<file path="src/rtl/dphy_hs_pkg.sv">
// Shared types and constants for the D-PHY HS transmit path.
package dphy_hs_pkg;

   localparam int unsigned HS_CNT_W  = 4;
   localparam int unsigned HS_BYTE_W = 8;
   localparam int unsigned HS_SLIP_W = 3;

   localparam logic [HS_BYTE_W-1:0] HS_SYNC_BYTE = 8'h1D;
   localparam logic [HS_BYTE_W-1:0] HS_ZERO_BYTE = 8'h00;

   typedef enum logic [2:0] {
      IDLE,
      ZERO,
      SYNC,
      DATA,
      TRAIL
   } hs_tx_state_t;

   // Trailer is the complement of the last serialized bit (bit 7), repeated.
   function automatic logic [HS_BYTE_W-1:0] hs_trailer_byte(input logic [HS_BYTE_W-1:0] last);
      return {HS_BYTE_W{~last[HS_BYTE_W-1]}};
   endfunction

endpackage

</file>
<file path="src/rtl/hs_bit_shifter.sv">
// Bit-slip datapath: delays the byte stream by slip_i bits using the previous byte as carry.
module hs_bit_shifter
   import dphy_hs_pkg::*;
(
   input  logic [HS_BYTE_W-1:0] cur_i,
   input  logic [HS_BYTE_W-1:0] prev_i,
   input  logic [HS_SLIP_W-1:0] slip_i,
   output logic [HS_BYTE_W-1:0] out_c
);

   // Upper byte of {cur,prev} << N equals (cur << N) | (prev >> (8-N)).
   always_comb begin
      out_c = HS_BYTE_W'(({cur_i, prev_i} << slip_i) >> HS_BYTE_W);
   end

endmodule

</file>
<file path="src/rtl/hs_tx_sequencer.sv">
// HS transmit sequencer: leader zeros, sync byte, PPI payload, trailer.
// Optional HS_TX_BITSLIP_EN adds TxSlip and a bit-delayed output stream.
module hs_tx_sequencer
   import dphy_hs_pkg::*;
#(
   parameter int unsigned ZERO_BYTES  = 2,
   parameter int unsigned TRAIL_BYTES = 2
) (
   input  logic                 TxByteClkHS,
   input  logic                 Rst_n,
   input  logic                 Enable,
   input  logic                 TxRequestHS,
   input  logic [HS_BYTE_W-1:0] TxDataHS,
`ifdef HS_TX_BITSLIP_EN
   input  logic [HS_SLIP_W-1:0] TxSlip,
`endif
   output logic                 TxReadyHS,
   output logic [HS_BYTE_W-1:0] DataHS,
   output logic                 HS_Active
);

   localparam logic [HS_CNT_W-1:0] ZERO_LOAD  = HS_CNT_W'(ZERO_BYTES - 1);
   localparam logic [HS_CNT_W-1:0] TRAIL_LOAD = HS_CNT_W'(TRAIL_BYTES - 1);

   hs_tx_state_t          state_q, state_d;
   logic [HS_CNT_W-1:0]   cnt_q, cnt_d;
   logic [HS_BYTE_W-1:0]  raw_q, raw_d;
   logic                  ready_q, ready_d;
   logic                  active_q, active_d;
   logic [HS_CNT_W-1:0]   trail_load_c;

`ifdef HS_TX_BITSLIP_EN
   logic [HS_SLIP_W-1:0]  slip_q, slip_d;
   logic [HS_BYTE_W-1:0]  data_q, data_d;
   logic [HS_BYTE_W-1:0]  shift_c;

   // Slip is latched only when a burst leaves IDLE and held until the next one.
   assign slip_d       = (state_q == IDLE && TxRequestHS) ? TxSlip : slip_q;
   assign trail_load_c = TRAIL_LOAD + HS_CNT_W'(slip_q != '0);

   hs_bit_shifter u_shift (
      .cur_i  (raw_d),
      .prev_i (raw_q),
      .slip_i (slip_q),
      .out_c  (shift_c)
   );

   assign data_d = active_d ? shift_c : HS_ZERO_BYTE;
`else
   assign trail_load_c = TRAIL_LOAD;
`endif

   // Next-state and unshifted byte stream.
   always_comb begin
      state_d  = state_q;
      cnt_d    = cnt_q;
      raw_d    = raw_q;
      ready_d  = ready_q;
      active_d = active_q;
      unique case (state_q)
         IDLE: begin
            raw_d    = HS_ZERO_BYTE;
            ready_d  = 1'b0;
            active_d = 1'b0;
            if (TxRequestHS) begin
               state_d  = ZERO;
               active_d = 1'b1;
               cnt_d    = ZERO_LOAD;
            end
         end
         ZERO: begin
            raw_d = HS_ZERO_BYTE;
            if (cnt_q == '0) begin
               state_d = SYNC;
               raw_d   = HS_SYNC_BYTE;
               ready_d = 1'b1;
            end else begin
               cnt_d = cnt_q - HS_CNT_W'(1);
            end
         end
         SYNC, DATA: begin
            if (TxRequestHS) begin
               state_d = DATA;
               raw_d   = TxDataHS;
               ready_d = 1'b1;
            end else begin
               state_d = TRAIL;
               raw_d   = hs_trailer_byte(raw_q);
               ready_d = 1'b0;
               cnt_d   = trail_load_c;
            end
         end
         TRAIL: begin
            if (cnt_q == '0) begin
               state_d  = IDLE;
               raw_d    = HS_ZERO_BYTE;
               active_d = 1'b0;
            end else begin
               cnt_d = cnt_q - HS_CNT_W'(1);
            end
         end
         default: begin
            state_d  = IDLE;
            raw_d    = HS_ZERO_BYTE;
            ready_d  = 1'b0;
            active_d = 1'b0;
            cnt_d    = '0;
         end
      endcase
   end

   always_ff @(posedge TxByteClkHS or negedge Rst_n) begin
      if (!Rst_n) begin
         state_q  <= IDLE;
         cnt_q    <= '0;
         raw_q    <= HS_ZERO_BYTE;
         ready_q  <= 1'b0;
         active_q <= 1'b0;
`ifdef HS_TX_BITSLIP_EN
         slip_q   <= '0;
         data_q   <= HS_ZERO_BYTE;
`endif
      end else if (Enable) begin
         state_q  <= state_d;
         cnt_q    <= cnt_d;
         raw_q    <= raw_d;
         ready_q  <= ready_d;
         active_q <= active_d;
`ifdef HS_TX_BITSLIP_EN
         slip_q   <= slip_d;
         data_q   <= data_d;
`endif
      end
   end

   assign TxReadyHS = ready_q;
   assign HS_Active = active_q;
`ifdef HS_TX_BITSLIP_EN
   assign DataHS    = data_q;
`else
   assign DataHS    = raw_q;
`endif

endmodule

</file>
<file path="config.mk">
export PLATFORM = sky130hd
export DESIGN_NAME = hs_tx_sequencer
export DESIGN_NICKNAME = d
export VERILOG_FILES = /design/src/rtl/dphy_hs_pkg.sv /design/src/rtl/hs_bit_shifter.sv /design/src/rtl/hs_tx_sequencer.sv
export SDC_FILE = /design/constraint.sdc
export NUM_CORES = 1
export LEC_CHECK = 0
export CORE_MARGIN = 3
export CORE_UTILIZATION = 40
export CTS_CLUSTER_DIAMETER = 100
export DETAILED_ROUTE_END_ITERATION = 10
export GPL_TIMING_DRIVEN = 1
export PLACE_DENSITY = 0.78
export REMOVE_ABC_BUFFERS = 1
export SLEW_MARGIN = 15
export SYNTH_ARGS = -nofsm -noshare
export SYNTH_HDL_FRONTEND = slang
export SYNTH_HIERARCHICAL = 1
export SYNTH_SLANG_ARGS = --single-unit
</file>
<file path="constraint.sdc">
create_clock -name TxByteClkHS -period 1.6 [get_ports TxByteClkHS]
set_input_delay 0.16 -clock TxByteClkHS [delete_from_list [all_inputs] [get_ports TxByteClkHS]]
set_output_delay 0.16 -clock TxByteClkHS [all_outputs]
set_load 0.05 [all_outputs]
</file>
## After elaboration in Yosys (flattened, before gate mapping)

Cells that the tools add are included.

| word-level totals | value |
|---|---|
| memories kept | 0 |
| logic and storage cells | 46 |
| bits of input ports | 12 |
| RAM bits | 0 |
| output and inout port bits | 10 |
| bits in latches | 0 |
| bits in read-only memories | 0 |
| register bits | 17 |

| operators by class | value |
|---|---|
| reduce and logical (&&, ||, !) cells | 10 |
| mux-type cells | 18 |
| add/subtract/negate cells | 1 |
| bitwise logic cells | 3 |
| shifts and indexed selects | 0 |
| $lt $le $gt $ge | 0 |
| divide/modulo/power cells | 0 |
| eq/ne operators | 9 |
| multipliers | 0 |

Operator list:

| operator | number |
|---|---|
| $pmux W8 S3 | 1 |
| $mux W8 | 2 |
| $mux W3 | 4 |
| $mux W4 | 3 |
| $pmux W3 S4 | 1 |
| $pmux W4 S3 | 1 |
| $ne A2 B2 Y1 const B | 5 |
| $reduce_and A4 Y1 | 2 |
| $eq A3 B2 Y1 const B | 2 |
| $pmux W1 S3 | 2 |
| $reduce_and A3 Y1 | 2 |
| $mux W5 | 1 |
| $logic_not A4 Y1 | 1 |
| $reduce_or A2 Y1 | 2 |
| $sub A4 B1 Y4 const B | 1 |
| $eq A3 B1 Y1 const B | 1 |
| $eq A3 B3 Y1 const B | 1 |
| $logic_not A3 Y1 | 1 |
| $mux W1 | 3 |
| $not A1 Y1 | 3 |
| $reduce_or A3 Y1 | 1 |
| $reduce_and A2 Y1 | 1 |

## Logic depth before layout (Yosys ltp)

| logic depth | value |
|---|---|
| depth after elaboration | 4 |
| gate-level depth with buffers | 7 |
| depth with buffers taken out | 6 |

## Least setup slack after synthesis

OpenSTA, ideal clock, no wires.

| timing path | value |
|---|---|
| kind | register to register |
| start | register cnt_q[0] |
| end | register cnt_q[1] |
| path slack | -0.087 ns |
| stages on the path, launching flop included | 7 |
| path buffers | 0 |
| arrival | 1.608 ns |
| cells stage by stage | dfrtp_1 inv_1 ha_1 or3b_4 o311ai_4 or2_4 mux2i_1 |

| on the way | value |
|---|---|
| longest elaborated chain between the ends | 3 |
| elaborated cells between the ends (all ways) | 6 |

Ends and longest elaborated chain:

| element | line | text |
|---|---|---|
| start: declaration | hs_tx_sequencer.sv:26 | `logic [HS_CNT_W-1:0] cnt_q, cnt_d;` |
| start signal: assignment | hs_tx_sequencer.sv:125 | `cnt_q <= cnt_d;` |
| $sub A4 B1 Y4 / $logic_not A4 Y1 (equally long branches) | n/a |  |
| $mux W4 / $ne A2 B2 Y1 (equally long branches) | n/a |  |
| $pmux W4 S3 / $reduce_and A4 Y1 (equally long branches) | n/a |  |

Parallel ways exist; a longest one is shown, timed or not. The select of a mux whose other input is x is not followed.
A chain may end at the register's enable or synchronous reset.

## Final worst setup path

Ends and elaborated chain as after synthesis.

==> flow_summary.yaml <==
global_route:
  grtUsageMet2_pct: 27.2
  grt_antenna_before_repair: 0
  grtUsageMet1_pct: 23.5
  first_pass_grt_wire_length_mm: 4.35
  use_met3_pct: 3.94
  groute.usage.overall_pct: 17.3
  first_global_vias: 955
  grt_start_max_net_pins: 18
  global_route_overflow: 0
  global_route.peak_usage_layer: "met2"
synthesis:
  number_of_enable_flip_flop_cells_after_synthesis: 0
  ys_dominant_reg_cell: "sky130_fd_sc_hd__dfrtp_1"
  yosys_warnings: 6
  synth.avg_cell_area_sq_um: 9.88
  ys_seq_area_share_pct: 43.0
  netlist-cell-type-count: 36
  ys_async_sr_fraction_pct: 100
  synthesis.instances: 100
  synth-seq-cells: 17
  mappedNetlistArea_sq_um: 988
placement:
  place_area_sq_mm: 0.00132
  post-dp-hpwl_mm: 1.79
  dpl_worst_slack_ns: -0.161
  port_buffers: 21
  dp.cells: 162
  place.gp.congestion: 0.851
power:
  power_switching_share_pct: 46.2
  comb_power_share_pct: 65.7
  pwr_density_cell_mw_per_mm2: 1950
  intPower_mw: 1.50
  p_leak_nw: 0.672
  power.share.clock_pct: 8.4
  seqPwrFrac_pct: 25.8
  ir_drop_mv: 1.08
  p_sw_mw: 1.29
job:
  cap_viol_max_count: 0
cells_and_area:
  post_route_cells_drive_above_1_share_pct: 36.6
  diode_count: 0
  final_std_cell_area_no_fill_sq_mm: 0.00144
  design.final.nets: 157
  flow.area_growth_from_synthesis_pct: 45.4
  stdcell_count: 170
critical_path:
  critical_path_peak_fanout: 4
  path_class: "flip-flop to flip-flop"
  worst_r2r_path_depth: 6
  critical_path_required_ns: 1.82
  regToRegStartpoint: "cnt_q[0]"
  timing.critical_path.from_type: "flip-flop"
  setup.worst_path.end_class: "flip-flop"
  worstReg2RegEnd: "cnt_q[1]"
  reg2reg_slack_ns: -0.18
  arrival_ns: 2.00
drt:
  drt_drc_violations_left: 0
  iteration_0_drc_markers: 29
  route.detailed.vias_per_inst: 5.54
  drt_wl_total_mm: 2.57
  number_of_vias_after_detailed_routing: 941
  wire_per_inst_microns: 15.1
  antenna_violation_net_count_after_detailed_routing: 0
  dr.pass1.iters: 4
timing:
  fin_tns_setup_ns: -1.12
  max_slew_margin_pct: 78.5
  tightest_slew_ns: 0.321
  setup_viol: 10
  maxSlewViolCount: 0
  fin_worst_skew_ns: 0.00375
  min_period_over_period_pct: 111
  final_critical_path_setup_slack_ns: -0.181
  grt_setup_unrepaired: "yes"
  timing.final.crit_period_ns: 1.78
  fmaxAchievable_ghz: 0.562
  hold_violations: 0
die:
  pin_count: 22
  floorplan.die_area_sq_mm: 0.00310
  die-height_microns: 55.7
  fp-row-count: 17
  initial_utilization_pct: 43.4
  core-area_sq_mm: 0.00228
  floorplan.die.width_microns: 55.7
cts:
  clock_tree.root_cell: "sky130_fd_sc_hd__clkbuf_4"
  cts.reportedPaths.clkPinSlew_ns: 0.11
  clock_tree_from_tritoncts: "built"
  cts.sinks: 17
  cts-htree-levels: 1
  tritoncts_buffer_count: 3
  clock_insertion_delay_at_the_later_pin_of_the_skew_report_ns: 0.29
  maximum_number_of_buffers_from_clock_root_to_sink: 2
run_status:
  failed_checks: "negative setup slack"
  result_of_the_run: "complete, but fails checks"
hold_path:
  min_path_type: "primary input to asynchronous set/reset pin"
==> state kept, by name (all words and copies together), names as in the netlist <==
register / cells
HS_Active: 1
DataHS: 8
cnt_q: 4
TxReadyHS: 1
state_q: 3
==> power groups by stage <==
stage | Clock [mW] | Combinational [mW] | Sequential (mW)
3_5_place_dp | 0 | 1.61 | 0.720
4_1_cts | 0.245 | 1.75 | 0.719
2_1_floorplan | 0 | 0.726 | 1.01
3_3_place_gp | 0 | 1.58 | 0.709
6_report | 0.236 | 1.84 | 0.723
5_1_grt | 0.267 | 2.00 | 0.750
==> metal layers <==
layer	part of all wire [%]	vias up
li1	-	452
met1	45	444
met2	48	43
met3	6.5	2
met4	0.66	0
met5	0	-
==> repair_timing <==
action,4_1_cts,5_1_grt
pin swaps,5,5
gates resized for setup,11,5
endpoints found under the setup margin,10,12
hold buffers,0,0
setup buffers,2,3
==> synth_stat cells (3+ instances only) <==
cell type / instances / area (sq um)
sky130_fd_sc_hd__dfrtp_1: 17 / 425
sky130_fd_sc_hd__inv_1: 6 / 22.5
sky130_fd_sc_hd__o21ai_0: 4 / 20.0
sky130_fd_sc_hd__a221o_1: 4 / 40.0
sky130_fd_sc_hd__nand2_1: 7 / 26.3
sky130_fd_sc_hd__a22o_1: 3 / 26.3
sky130_fd_sc_hd__o31ai_1: 6 / 45.0
sky130_fd_sc_hd__nor2_1: 6 / 22.5
sky130_fd_sc_hd__a21oi_1: 3 / 15.0
sky130_fd_sc_hd__nand2b_1: 10 / 62.6
sky130_fd_sc_hd__clkbuf_1: 3 / 11.3
==> placed cells by master (no fill, tap or decap), drive strengths merged <==
| cell type | instances |
|---|---|
| nor3b | 1 |
| clkbuf | 3 |
| buf | 33 |
| o21ai | 4 |
| o211ai | 1 |
| nor2 | 6 |
| o311ai | 1 |
| clkinv | 1 |
| ha | 2 |
| o211a | 1 |
| clkdlybuf4s50 | 11 |
| o41ai | 1 |
| or2 | 2 |
| inv | 6 |
| a21boi | 1 |
| a221o | 4 |
| a211oi | 1 |
| nand2b | 10 |
| o21a | 1 |
| and2 | 1 |
| a22o | 3 |
| a21oi | 3 |
| nor3 | 2 |
| nor4bb | 1 |
| dfrtp | 17 |
| nand3b | 2 |
| o2bb2ai | 1 |
| nand2 | 7 |
| a31oi | 2 |
| mux2i | 2 |
| o31ai | 6 |
| a211o | 1 |
| or3b | 1 |
| or3 | 1 |
| o22ai | 2 |
==> critical path: stages (launching register included) <==
cell,delay (ns)
sky130_fd_sc_hd__dfrtp_1,0.40
sky130_fd_sc_hd__inv_2,0.08
sky130_fd_sc_hd__ha_4,0.13
sky130_fd_sc_hd__or3b_4,0.39
sky130_fd_sc_hd__o311ai_4,0.31
sky130_fd_sc_hd__or2_4,0.21
sky130_fd_sc_hd__mux2i_1,0.18
==> how the worst max path moves through the flow <==
| stage | depth (start not counted) | start | to |
|---|---|---|---|
| CTS | 6 | cnt_q[0] | cnt_q[1] |
| detailed placement | 6 | cnt_q[0] | cnt_q[1] |
| global placement | 6 | cnt_q[0] | cnt_q[1] |
| floorplan | 3 | state_q[1] | DataHS[0] |
| global route | 6 | cnt_q[1] | cnt_q[1] |
| finish | 6 | cnt_q[0] | cnt_q[1] |
==> final cells by class <==
type	instances	area (sq um)
fillers	180	838
multi-input cells	71	562
flip-flops and latches	17	425
repair buffers	44	365
well taps	28	35.0
clock buffers	3	22.5
inverters	6	22.5
clock inverters	1	5.00
==> per-stage QoR <==
step	power (mW)	hold WS [ns]	utilization (%)
floorplan	1.73	-0.136	-
global placement	2.29	0.461	57.9
detailed placement	2.33	0.481	57.9
CTS	2.71	0.190	61.6
global route	3.01	0.194	63.2
finish	2.80	0.189	63.2
==> cell families (layout without fill, tap and decap cells) <==
| family | Yosys count | count (layout) | synth area share (%) |
|---|---|---|---|
| muxes | 2 | 2 | 2.03 |
| AOI/OAI and AO/OA | 33 | 33 | 26.7 |
| and+or+nand+nor | 34 | 34 | 20.1 |
| buffers and inverters | 12 | 54 | 5.57 |
| adders and majority gates | 2 | 2 | 2.53 |
| DFF | 17 | 17 | 43.0 |
No activity file was read; power rests on OpenSTA's default activity.
